File: config.mk
export PLATFORM = sky130hd
export DESIGN_NAME = pipe_hazard_ctrl_flat
export DESIGN_NICKNAME = d
export VERILOG_FILES = /design/src/rtl/pipe_pkg.sv /design/src/rtl/pipe_hazard_ctrl_if.sv /design/src/rtl/pipe_hazard_ctrl_match.sv /design/src/rtl/pipe_hazard_ctrl.sv /design/src/flat_wrapper.sv
export SDC_FILE = /design/constraint.sdc
export NUM_CORES = 1
export LEC_CHECK = 0
export BUFFER_PORTS_ARGS = -buffer_cell sky130_fd_sc_hd__buf_4
export CORE_MARGIN = 4
export CORE_UTILIZATION = 35
export DETAILED_ROUTE_END_ITERATION = 7
export SYNTH_ARGS = -nofsm -noshare
export SYNTH_HDL_FRONTEND = slang
export SYNTH_HIERARCHICAL = 1
export SYNTH_SLANG_ARGS = --single-unit
File: constraint.sdc
create_clock -name clk -period 6.85 [get_ports clk]
set_clock_uncertainty 0.2 [all_clocks]
set_input_delay 0.3425 -clock clk [delete_from_list [all_inputs] [get_ports clk]]
set_output_delay 0.3425 -clock clk [all_outputs]
set_load 0.01 [all_outputs]
File: src/rtl/pipe_pkg.sv
// Shared types and constants for the LEGv8 pipeline hazard/forwarding controller.
package pipe_pkg;

    localparam logic [4:0] XZR = 5'd31;

    typedef enum logic [1:0] {
        FWD_REG   = 2'b00,
        FWD_EXMEM = 2'b01,
        FWD_MEMWB = 2'b10
    } fwd_sel_t;

    typedef struct packed {
        logic       valid;
        logic [4:0] rd;
        logic       reg_write;
        logic       mem_read;
        logic       set_flags;
        logic [4:0] rn;
        logic [4:0] rm;
        logic       use_rn;
        logic       use_rm;
    } ex_slot_t;

    typedef struct packed {
        logic       valid;
        logic [4:0] rd;
        logic       reg_write;
        logic       mem_read;
        logic       set_flags;
    } mem_slot_t;

    typedef struct packed {
        logic       valid;
        logic [4:0] rd;
        logic       reg_write;
    } wb_slot_t;

    // The MEM producer is newer than WB, so it wins when both match.
    function automatic fwd_sel_t fwd_pick(input logic mem_hit, input logic wb_hit);
        if (mem_hit) return FWD_EXMEM;
        if (wb_hit)  return FWD_MEMWB;
        return FWD_REG;
    endfunction

endpackage

File: src/rtl/pipe_hazard_ctrl_if.sv
// ID-stage hazard request and controller response bundle.
interface pipe_hazard_ctrl_if #(
    parameter int unsigned CNT_W = 32
);
    logic             id_valid;
    logic [4:0]       id_rn;
    logic [4:0]       id_rm;
    logic             id_use_rn;
    logic             id_use_rm;
    logic [4:0]       id_rd;
    logic             id_reg_write;
    logic             id_mem_read;
    logic             id_set_flags;
    logic             id_cbz;
    logic             id_bcond;
    logic             id_br_taken;

    logic             pc_stall;
    logic             ifid_stall;
    logic             idex_bubble;
    logic             ifid_flush;
    logic [1:0]       fwd_a;
    logic [1:0]       fwd_b;
    logic [1:0]       cbz_fwd;
    logic             flag_fwd;
    logic [CNT_W-1:0] stall_cnt;
    logic [CNT_W-1:0] flush_cnt;

    modport master (
        output id_valid, id_rn, id_rm, id_use_rn, id_use_rm, id_rd,
               id_reg_write, id_mem_read, id_set_flags, id_cbz, id_bcond, id_br_taken,
        input  pc_stall, ifid_stall, idex_bubble, ifid_flush, fwd_a, fwd_b,
               cbz_fwd, flag_fwd, stall_cnt, flush_cnt
    );

    modport slave (
        input  id_valid, id_rn, id_rm, id_use_rn, id_use_rm, id_rd,
               id_reg_write, id_mem_read, id_set_flags, id_cbz, id_bcond, id_br_taken,
        output pc_stall, ifid_stall, idex_bubble, ifid_flush, fwd_a, fwd_b,
               cbz_fwd, flag_fwd, stall_cnt, flush_cnt
    );

endinterface

File: src/rtl/pipe_hazard_ctrl_match.sv
// Single producer/consumer register compare: a hit means the consumer must
// wait for or take a bypass from this producer.
module reg_match
    import pipe_pkg::*;
#(
    parameter logic [4:0] ZR = XZR
) (
    input  logic       vld,
    input  logic       wr,
    input  logic [4:0] dst,
    input  logic       src_used,
    input  logic [4:0] src,
    output logic       hit
);
    assign hit = vld & wr & src_used & (dst != ZR) & (dst == src);
endmodule

File: src/rtl/pipe_hazard_ctrl.sv
// Hazard detection and forwarding control for the 5-stage LEGv8 pipeline.
// Shadows EX/MEM/WB destinations and resolves ID- and EX-stage operands from them.
module pipe_hazard_ctrl #(
    parameter int unsigned CNT_W = 32,
    parameter logic [4:0]  XZR   = 5'd31
) (
    input logic               clk,
    input logic               reset,
    pipe_hazard_ctrl_if.slave hz
);
    import pipe_pkg::*;

    localparam int NCMP = 8;

    ex_slot_t             ex_q;
    mem_slot_t            mem_q;
    wb_slot_t             wb_q;
    logic [NCMP-1:0]      c_vld, c_wr, c_use, c_hit;
    logic [NCMP-1:0][4:0] c_dst, c_src;
    logic                 load_use, cbz_hz, stall, flush;
    fwd_sel_t             fwd_a, fwd_b, cbz_fwd;
    logic [CNT_W-1:0]     stall_cnt, flush_cnt;
    logic                 unused;

    // Compare index: 0 id_rn/EX, 1 id_rm/EX, 2 id_rm/MEM, 3 id_rm/WB,
    //                4 ex.rn/MEM, 5 ex.rn/WB, 6 ex.rm/MEM, 7 ex.rm/WB
    assign c_vld = {wb_q.valid, mem_q.valid, wb_q.valid, mem_q.valid,
                    wb_q.valid, mem_q.valid, ex_q.valid, ex_q.valid};
    assign c_wr  = {wb_q.reg_write, mem_q.reg_write, wb_q.reg_write, mem_q.reg_write,
                    wb_q.reg_write, mem_q.reg_write, ex_q.reg_write, ex_q.reg_write};
    assign c_dst = {wb_q.rd, mem_q.rd, wb_q.rd, mem_q.rd,
                    wb_q.rd, mem_q.rd, ex_q.rd, ex_q.rd};
    assign c_src = {ex_q.rm, ex_q.rm, ex_q.rn, ex_q.rn,
                    hz.id_rm, hz.id_rm, hz.id_rm, hz.id_rn};
    assign c_use = {{2{ex_q.valid & ex_q.use_rm}}, {2{ex_q.valid & ex_q.use_rn}},
                    {3{hz.id_use_rm}}, hz.id_use_rn};

    for (genvar i = 0; i < NCMP; i++) begin : g_cmp
        reg_match #(.ZR(XZR)) u_match (
            .vld      (c_vld[i]),
            .wr       (c_wr[i]),
            .dst      (c_dst[i]),
            .src_used (c_use[i]),
            .src      (c_src[i]),
            .hit      (c_hit[i])
        );
    end

    // CBZ resolves in ID, so any EX producer or a load still in MEM must drain first.
    assign load_use = ex_q.mem_read & (c_hit[0] | c_hit[1]);
    assign cbz_hz   = hz.id_cbz & (c_hit[1] | (mem_q.mem_read & c_hit[2]));
    assign stall    = hz.id_valid & (load_use | cbz_hz);
    assign flush    = hz.id_valid & (hz.id_cbz | hz.id_bcond) & hz.id_br_taken & ~stall;

    assign fwd_a   = fwd_pick(c_hit[4], c_hit[5]);
    assign fwd_b   = fwd_pick(c_hit[6], c_hit[7]);
    assign cbz_fwd = (hz.id_valid & hz.id_cbz & ~stall)
                   ? fwd_pick(c_hit[2] & ~mem_q.mem_read, c_hit[3]) : FWD_REG;

    assign hz.pc_stall    = stall;
    assign hz.ifid_stall  = stall;
    assign hz.idex_bubble = stall;
    assign hz.ifid_flush  = flush;
    assign hz.fwd_a       = fwd_a;
    assign hz.fwd_b       = fwd_b;
    assign hz.cbz_fwd     = cbz_fwd;
    assign hz.flag_fwd    = hz.id_valid & hz.id_bcond & ex_q.valid & ex_q.set_flags;
    assign hz.stall_cnt   = stall_cnt;
    assign hz.flush_cnt   = flush_cnt;

    // Flags are consumed only from EX; the MEM copy is kept for debug visibility.
    assign unused = mem_q.set_flags;

    always_ff @(posedge clk) begin
        if (reset) begin
            ex_q      <= '0;
            mem_q     <= '0;
            wb_q      <= '0;
            stall_cnt <= '0;
            flush_cnt <= '0;
        end else begin
            wb_q  <= '{valid: mem_q.valid, rd: mem_q.rd, reg_write: mem_q.reg_write};
            mem_q <= '{valid: ex_q.valid, rd: ex_q.rd, reg_write: ex_q.reg_write,
                       mem_read: ex_q.mem_read, set_flags: ex_q.set_flags};
            ex_q  <= '{valid: hz.id_valid & ~stall, rd: hz.id_rd,
                       reg_write: hz.id_reg_write, mem_read: hz.id_mem_read,
                       set_flags: hz.id_set_flags, rn: hz.id_rn, rm: hz.id_rm,
                       use_rn: hz.id_use_rn, use_rm: hz.id_use_rm};
            if (stall && (stall_cnt != '1)) stall_cnt <= stall_cnt + 1'b1;
            if (flush && (flush_cnt != '1)) flush_cnt <= flush_cnt + 1'b1;
        end
    end

endmodule
File: src/flat_wrapper.sv
// flat-port wrapper written by rule: the top's interface ports become plain ports
module pipe_hazard_ctrl_flat import pipe_pkg::*;
#(
    parameter int unsigned CNT_W = 32,
    parameter logic [4:0]  XZR   = 5'd31
)
  (clk, reset, hz_id_valid, hz_id_rn, hz_id_rm, hz_id_use_rn, hz_id_use_rm, hz_id_rd, hz_id_reg_write, hz_id_mem_read, hz_id_set_flags, hz_id_cbz, hz_id_bcond, hz_id_br_taken, hz_pc_stall, hz_ifid_stall, hz_idex_bubble, hz_ifid_flush, hz_fwd_a, hz_fwd_b, hz_cbz_fwd, hz_flag_fwd, hz_stall_cnt, hz_flush_cnt);
  pipe_hazard_ctrl_if #(.CNT_W(CNT_W)) hz_i ();
  input logic clk;
  input logic reset;
  input wire logic [$bits(hz_i.id_valid)-1:0] hz_id_valid;
  input wire logic [$bits(hz_i.id_rn)-1:0] hz_id_rn;
  input wire logic [$bits(hz_i.id_rm)-1:0] hz_id_rm;
  input wire logic [$bits(hz_i.id_use_rn)-1:0] hz_id_use_rn;
  input wire logic [$bits(hz_i.id_use_rm)-1:0] hz_id_use_rm;
  input wire logic [$bits(hz_i.id_rd)-1:0] hz_id_rd;
  input wire logic [$bits(hz_i.id_reg_write)-1:0] hz_id_reg_write;
  input wire logic [$bits(hz_i.id_mem_read)-1:0] hz_id_mem_read;
  input wire logic [$bits(hz_i.id_set_flags)-1:0] hz_id_set_flags;
  input wire logic [$bits(hz_i.id_cbz)-1:0] hz_id_cbz;
  input wire logic [$bits(hz_i.id_bcond)-1:0] hz_id_bcond;
  input wire logic [$bits(hz_i.id_br_taken)-1:0] hz_id_br_taken;
  output wire logic [$bits(hz_i.pc_stall)-1:0] hz_pc_stall;
  output wire logic [$bits(hz_i.ifid_stall)-1:0] hz_ifid_stall;
  output wire logic [$bits(hz_i.idex_bubble)-1:0] hz_idex_bubble;
  output wire logic [$bits(hz_i.ifid_flush)-1:0] hz_ifid_flush;
  output wire logic [$bits(hz_i.fwd_a)-1:0] hz_fwd_a;
  output wire logic [$bits(hz_i.fwd_b)-1:0] hz_fwd_b;
  output wire logic [$bits(hz_i.cbz_fwd)-1:0] hz_cbz_fwd;
  output wire logic [$bits(hz_i.flag_fwd)-1:0] hz_flag_fwd;
  output wire logic [$bits(hz_i.stall_cnt)-1:0] hz_stall_cnt;
  output wire logic [$bits(hz_i.flush_cnt)-1:0] hz_flush_cnt;
  assign hz_i.id_valid = hz_id_valid;
  assign hz_i.id_rn = hz_id_rn;
  assign hz_i.id_rm = hz_id_rm;
  assign hz_i.id_use_rn = hz_id_use_rn;
  assign hz_i.id_use_rm = hz_id_use_rm;
  assign hz_i.id_rd = hz_id_rd;
  assign hz_i.id_reg_write = hz_id_reg_write;
  assign hz_i.id_mem_read = hz_id_mem_read;
  assign hz_i.id_set_flags = hz_id_set_flags;
  assign hz_i.id_cbz = hz_id_cbz;
  assign hz_i.id_bcond = hz_id_bcond;
  assign hz_i.id_br_taken = hz_id_br_taken;
  assign hz_pc_stall = hz_i.pc_stall;
  assign hz_ifid_stall = hz_i.ifid_stall;
  assign hz_idex_bubble = hz_i.idex_bubble;
  assign hz_ifid_flush = hz_i.ifid_flush;
  assign hz_fwd_a = hz_i.fwd_a;
  assign hz_fwd_b = hz_i.fwd_b;
  assign hz_cbz_fwd = hz_i.cbz_fwd;
  assign hz_flag_fwd = hz_i.flag_fwd;
  assign hz_stall_cnt = hz_i.stall_cnt;
  assign hz_flush_cnt = hz_i.flush_cnt;
  pipe_hazard_ctrl #(.CNT_W(CNT_W), .XZR(XZR)) u_core (.clk(clk), .reset(reset), .hz(hz_i));
endmodule
======== After elaboration in Yosys (flattened, before gate mapping) ========
Index checks and enable logic that the tools add are counted.
word-level totals
  bits in registers ....................... 100
  logic and storage cells ................. 106
  input bits .............................. 26
  output and inout bits ................... 75
cells by class
  reduce and logical (&&, ||, !) cells .... 2
  equal/unequal tests ..................... 13
  add/sub/neg operators ................... 2
  bitwise logic cells ..................... 49
  muxes and demuxes ....................... 22
operators with widths
  kind                                            count
  adder 32 x 1 -> 32 bit (second input constant)  2
  inequality test 32 bit (second input constant)  2
  AND 1 bit                                       43
  equality test 5 bit                             8
  two-way mux 2 bit                               13
  inequality test 5 bit (second input constant)   3
  two-way mux 1 bit                               9
  bitwise OR 1 bit                                4
  logical AND 1 bit                               2
  NOT 1 bit                                       2

======== Depth between registers and ports, before layout ========
  word-level depth ........................ 12
  mapped depth ............................ 10

======== Modules after synthesis ========
Netlist, hierarchy kept.
by module, submodules not included
  module            instances  area each (µm²)  cells each
  pipe_hazard_ctrl  1          4453.0           501
  reg_match         8          78.8             11

======== Least setup slack after synthesis ========
Ideal clock, no wire load.
  kind .................................... register to register
  start point ............................. register u_core.ex_q, in the netlist u_core/c_dst[2]
  end point ............................... register u_core.stall_cnt[5] (netlist: u_core/hz.stall_cnt[5])
  buffers on the path ..................... 1
  slack ................................... 4.212 ns
  stages on the path, launching flop included .. 10
  arrival ................................. 2.368 ns
  cells stage by stage .................... dfxtp_1 > xnor2_1 > nand4_1 > nor3_2 > o21ai_0 > o22ai_2 > o31ai_4 > buf_4 > or4_1 > a21oi_1
on the way
  word-level cells in the longest chain between the ends .. 8
ends and longest elaborated chain
  what                                        line                                            source
  from (decl)                                 pipe_hazard_ctrl.sv:15                          ex_slot_t ex_q;
  from (signal assigned)                      pipe_hazard_ctrl.sv:85                          ex_q <= '{valid: hz.id_valid & ~stall, rd: hz.id_rd,
  inequality test 5 bit                       pipe_hazard_ctrl_match.sv:15                    assign hit = vld & wr & src_used & (dst != ZR) & (dst == src);
  AND 1 bit                                   pipe_hazard_ctrl_match.sv:15
  AND 1 bit *                                 pipe_hazard_ctrl_match.sv:15
  named net u_core.c_hit[1]                   pipe_hazard_ctrl.sv:18                          logic [NCMP-1:0] c_vld, c_wr, c_use, c_hit;
  bitwise OR 1 bit, on equally long branches  pipe_hazard_ctrl.sv:50, pipe_hazard_ctrl.sv:51
  AND 1 bit, on equally long branches         pipe_hazard_ctrl.sv:50, pipe_hazard_ctrl.sv:51
  bitwise OR 1 bit *                          pipe_hazard_ctrl.sv:52                          assign stall = hz.id_valid & (load_use | cbz_hz);
  AND 1 bit *                                 pipe_hazard_ctrl.sv:52
  named net hz_idex_bubble                    flat_wrapper.sv:25                              output wire logic [$bits(hz_i.idex_bubble)-1:0] hz_idex_bubble;
  logical AND 1 bit *                         pipe_hazard_ctrl.sv:89                          if (stall && (stall_cnt != '1)) stall_cnt <= stall_cnt + 1'b1;
  to (signal assigned)                        pipe_hazard_ctrl.sv:89
  to (decl)                                   pipe_hazard_ctrl.sv:22                          logic [CNT_W-1:0] stall_cnt, flush_cnt;
The timed path passes the listed nets; every way through them passes the cells marked *.
A chain may end at the register's enable or synchronous reset.

======== Final worst setup path ========
  start point ............................. register u_core.mem_q, in the netlist u_core/c_dst[14]
  end point ............................... register u_core.flush_cnt[30] (netlist: u_core/hz.flush_cnt[30])
on the way
  word-level cells in the longest chain between the ends .. 11
ends and longest elaborated chain
  what                       line                          source
  from (decl)                pipe_hazard_ctrl.sv:16        mem_slot_t mem_q;
  from (signal assigned)     pipe_hazard_ctrl.sv:83        mem_q <= '{valid: ex_q.valid, rd: ex_q.rd, reg_write: ex_q.reg_write,
  inequality test 5 bit      pipe_hazard_ctrl_match.sv:15
  AND 1 bit                  pipe_hazard_ctrl_match.sv:15
  AND 1 bit *                pipe_hazard_ctrl_match.sv:15
  named net u_core.c_hit[2]  pipe_hazard_ctrl.sv:18
  AND 1 bit *                pipe_hazard_ctrl.sv:51        assign cbz_hz = hz.id_cbz & (c_hit[1] | (mem_q.mem_read & c_hit[2]));
  bitwise OR 1 bit *         pipe_hazard_ctrl.sv:51
  AND 1 bit *                pipe_hazard_ctrl.sv:51
  bitwise OR 1 bit *         pipe_hazard_ctrl.sv:52
  AND 1 bit *                pipe_hazard_ctrl.sv:52
  NOT 1 bit *                pipe_hazard_ctrl.sv:53        assign flush = hz.id_valid & (hz.id_cbz | hz.id_bcond) & hz.id_br_taken & ~stall;
  AND 1 bit *                pipe_hazard_ctrl.sv:53
  logical AND 1 bit *        pipe_hazard_ctrl.sv:90        if (flush && (flush_cnt != '1)) flush_cnt <= flush_cnt + 1'b1;
  to (signal assigned)       pipe_hazard_ctrl.sv:90
  to (decl)                  pipe_hazard_ctrl.sv:22
Marked as above.

==> impl_metrics.json <==
{
  "seq_area_frac_synth_pct": 39.4,
  "crit_path_max_fanout": 19,
  "fin_area_um2": 6260,
  "slowest_stage": "a211oi_2",
  "fmax_ghz": 0.266,
  "hp-class": "in -> reg",
  "finalWirelength_mm": 13.1,
  "p_leak_uw": 0.00214,
  "syn_inst": 589,
  "cp-start-kind": "register",
  "die_w_um": 129,
  "area_growth_pct": 23.1,
  "ys_seq_elements": 100,
  "fin_crit_ns": 3.76,
  "run_status": "finished clean",
  "place_hpwl_mm": 9.38,
  "finalSetupTns_ns": 0,
  "boundaryPins": 101,
  "syn_area_um2": 5080,
  "max_slew.worst_pin.slew_ns": 1.02,
  "syn_area_per_cell_um2": 8.63,
  "grt_pass1_vias": 4445,
  "path_class": "reg -> reg",
  "overflow": 0,
  "cts_max_path_buffers": 2,
  "drv_cap": 0,
  "initial_utilization_pct": 36.2,
  "die_area_um2": 16500,
  "arrival_ns": 3.80,
  "synth_edf_count": 0,
  "numCtsBuffers": 9,
  "slowest_delay_ns": 0.86,
  "synth_fp_nets": 617,
  "initialDrtViolationCount": 336,
  "root_buffer": "clkbuf_16",
  "wl_per_cell_um": 15.1,
  "clk_latency_ns": 0.35,
  "fp.coreArea_um2": 14000,
  "cp_cell_sequence": "nand2_1 > nor2_1 > nor3_2 > a21o_1 > a211oi_2 > nand3_1 > nor4_1 > mux2_2",
  "clk_pin_slew_ns": 0.07,
  "antenna_found_initial": 0,
  "ir_drop_v": 0.000107,
  "drt-vias-per-instance": 5.42,
  "rsz0062_at_grt": "no",
  "cts.repair.resized": 0,
  "ant_nets": 0,
  "async_flop_share_pct": 0,
  "synth_top_flop_cell": "dfxtp_1",
  "numClockSinks": 100,
  "vias": 4691,
  "grt_pass1_wl_mm": 21.7,
  "die-height_um": 129,
  "setup_viol": 0,
  "rows": 43,
  "dr.pass1.iters": 5,
  "finalPower_uw": 1150,
  "synth.distinct_cells": 48,
  "slew_headroom_pct": 31.8,
  "place_congestion": 0.879,
  "ys.warnings.count": 6,
  "final_nets": 708,
  "min_period_over_period_pct": 54.9,
  "track_usage_pct": 16.0,
  "slew_viol_final": 0,
  "htreeDepth": 3,
  "drive_above_1_share_pct": 21.3,
  "fill_cells": 1360,
  "worstSetupEndpointType": "register",
  "crit_required_ns": 6.89,
  "drt_drc_violations_left": 0,
  "io_buffers": 100,
  "hold_viol": 0,
  "grt_max_degree": 61,
  "insertedDiodeCount": 0,
  "post_dp_cell_area_um2": 5950,
  "p_per_area_nw_per_um2": 184,
  "cts_tree": "yes"
}
-- cells in the mapped netlist (all sizes together), types with 2 or more instances --
| master | instances | area share, % |
|---|---|---|
| nor2b | 50 | 6.2 |
| a21oi | 46 | 4.5 |
| o21ai | 30 | 3.0 |
| and2 | 5 | 0.62 |
| or3 | 26 | 3.2 |
| xor2 | 2 | 0.34 |
| and3 | 7 | 0.86 |
| mux2 | 12 | 2.7 |
| clkbuf | 14 | 1.0 |
| buf | 11 | 1.6 |
| nor3b | 2 | 0.30 |
| nor4 | 7 | 0.98 |
| o31ai | 19 | 3.1 |
| inv | 9 | 0.66 |
| and4 | 11 | 1.9 |
| nand2b | 3 | 0.37 |
| dfxtp | 100 | 39 |
| ha | 2 | 0.49 |
| nand2 | 41 | 3.0 |
| mux2i | 2 | 0.39 |
| nand3 | 30 | 3.0 |
| nand4 | 38 | 4.8 |
| or4 | 21 | 3.2 |
| nor3 | 16 | 2.6 |
| nor2 | 32 | 2.4 |
| xnor2 | 41 | 7.1 |
| o211ai | 2 | 0.30 |
-- critical path, delay by kind of cell, from the launching register on --
family / cells / cell delay, ns
multiplexers: 1 / 0.38
AO/OA/AOI/OAI: 2 / 1.04
flip-flops: 1 / 0.48
AND/OR/NAND/NOR: 5 / 1.54
-- final timing paths --
kind / startpoint / to / slack, ns / cells after the start
setup / recovery: u_core/c_dst[14]$_SDFF_PP0_ / u_core/hz.flush_cnt[30]$_SDFFE_PP0P_ / 3.09 / 8
hold / removal: hz_id_set_flags / u_core/ex_q[12]$_SDFF_PP0_ / 0.02 / 2
hold reg to reg: u_core/ex_q[13]$_SDFF_PP0_ / u_core/mem_q[1]$_SDFF_PP0_ / 0.28 / 1
setup reg to reg: u_core/c_dst[14]$_SDFF_PP0_ / u_core/hz.flush_cnt[30]$_SDFFE_PP0P_ / 3.09 / 8
-- report_power, final --
| group | switching, uW | leakage (uW) | total [uW] | internal, uW |
|---|---|---|---|---|
| Clock | 216 | 0.000136 | 483 | 267 |
| Sequential | 13.1 | 0.000813 | 605 | 592 |
| Combinational | 31.8 | 0.00120 | 66.0 | 34.2 |
| Total | 261 | 0.00214 | 1150 | 892 |
-- final cells by class --
| cell class | instances | area [um2] | area share [%] |
|---|---|---|---|
| Clock buffer | 13 | 260 | 4.16 |
| Clock inverter | 3 | 21.3 | 0.340 |
| Inverter | 9 | 33.8 | 0.540 |
| Multi-Input combinational cell | 455 | 2920 | 46.7 |
| Sequential cell | 100 | 2000 | 32.0 |
| Tap cell | 180 | 225 | 3.60 |
| Timing Repair Buffer | 105 | 796 | 12.7 |
-- logic make-up (layout without fill, tap and decap cells) --
kind of cell	count (synthesis)	count (layout)	share of synthesized area, %
xor gates and xnor gates	43	43	7.41
adders and majority gates	2	2	0.492
DFF	100	100	39.4
buffers and inverters	34	130	3.30
and+or+nand+nor	293	293	33.9
muxes	14	14	3.13
AOI/OAI and AO/OA	103	103	12.4
-- per-stage QoR --
stage	worst slack [ns]	utilization [%]	std cells	hold WS [ns]
3_5_place_dp	3.06	42.4	846	0.276
2_1_floorplan	4.21	-	589	0.254
4_1_cts	3.08	44.6	865	0.00126
3_3_place_gp	3.18	42.4	846	0.276
6_report	3.09	44.6	865	0.0175
5_1_grt	2.77	44.6	865	0.0156
-- state kept, by name, summed over array words and instances, names as in the netlist --
register,flops
u_core/c_vld,3
u_core/c_wr,3
u_core/hz.flush_cnt,32
u_core/ex_q,4
u_core/c_dst,15
u_core/c_src,10
u_core/hz.stall_cnt,32
u_core/mem_q,1
-- routing by layer --
layer | wire length [um] | GRT usage [%] | vias up
met4 | 185 | 4.39 | 0
met5 | 0 | 0 | -
met3 | 863 | 5.48 | 20
met2 | 6360 | 26.4 | 120
li1 | - | - | 2338
met1 | 5670 | 19.8 | 2213
-- what timing repair did --
action / CTS / global route
hold buffers: 3 / 0
setup endpoints to repair: 0 / 0
buffers inserted: 0 / 0
hold endpoints to repair: 3 / 0
-- cells in the final DEF (no fill, tap or decap), types with 3 or more instances in the layout --
master         instances
a21oi_1               46
and2_1                 5
and3_1                 7
and4_1                11
buf_4                102
clkbuf_16              9
dfxtp_1              100
dlygate4sd3_1          3
inv_1                  9
mux2_2                11
nand2_1               41
nand2b_1               3
nand3_1               30
nand4_1               37
nor2_1                32
nor2b_1               50
nor3_1                 7
nor3_2                 8
nor4_1                 5
o21ai_0               28
o31ai_1               18
or3_1                 26
or4_1                 20
xnor2_1               41
Power figures use the tool's default switching activity.
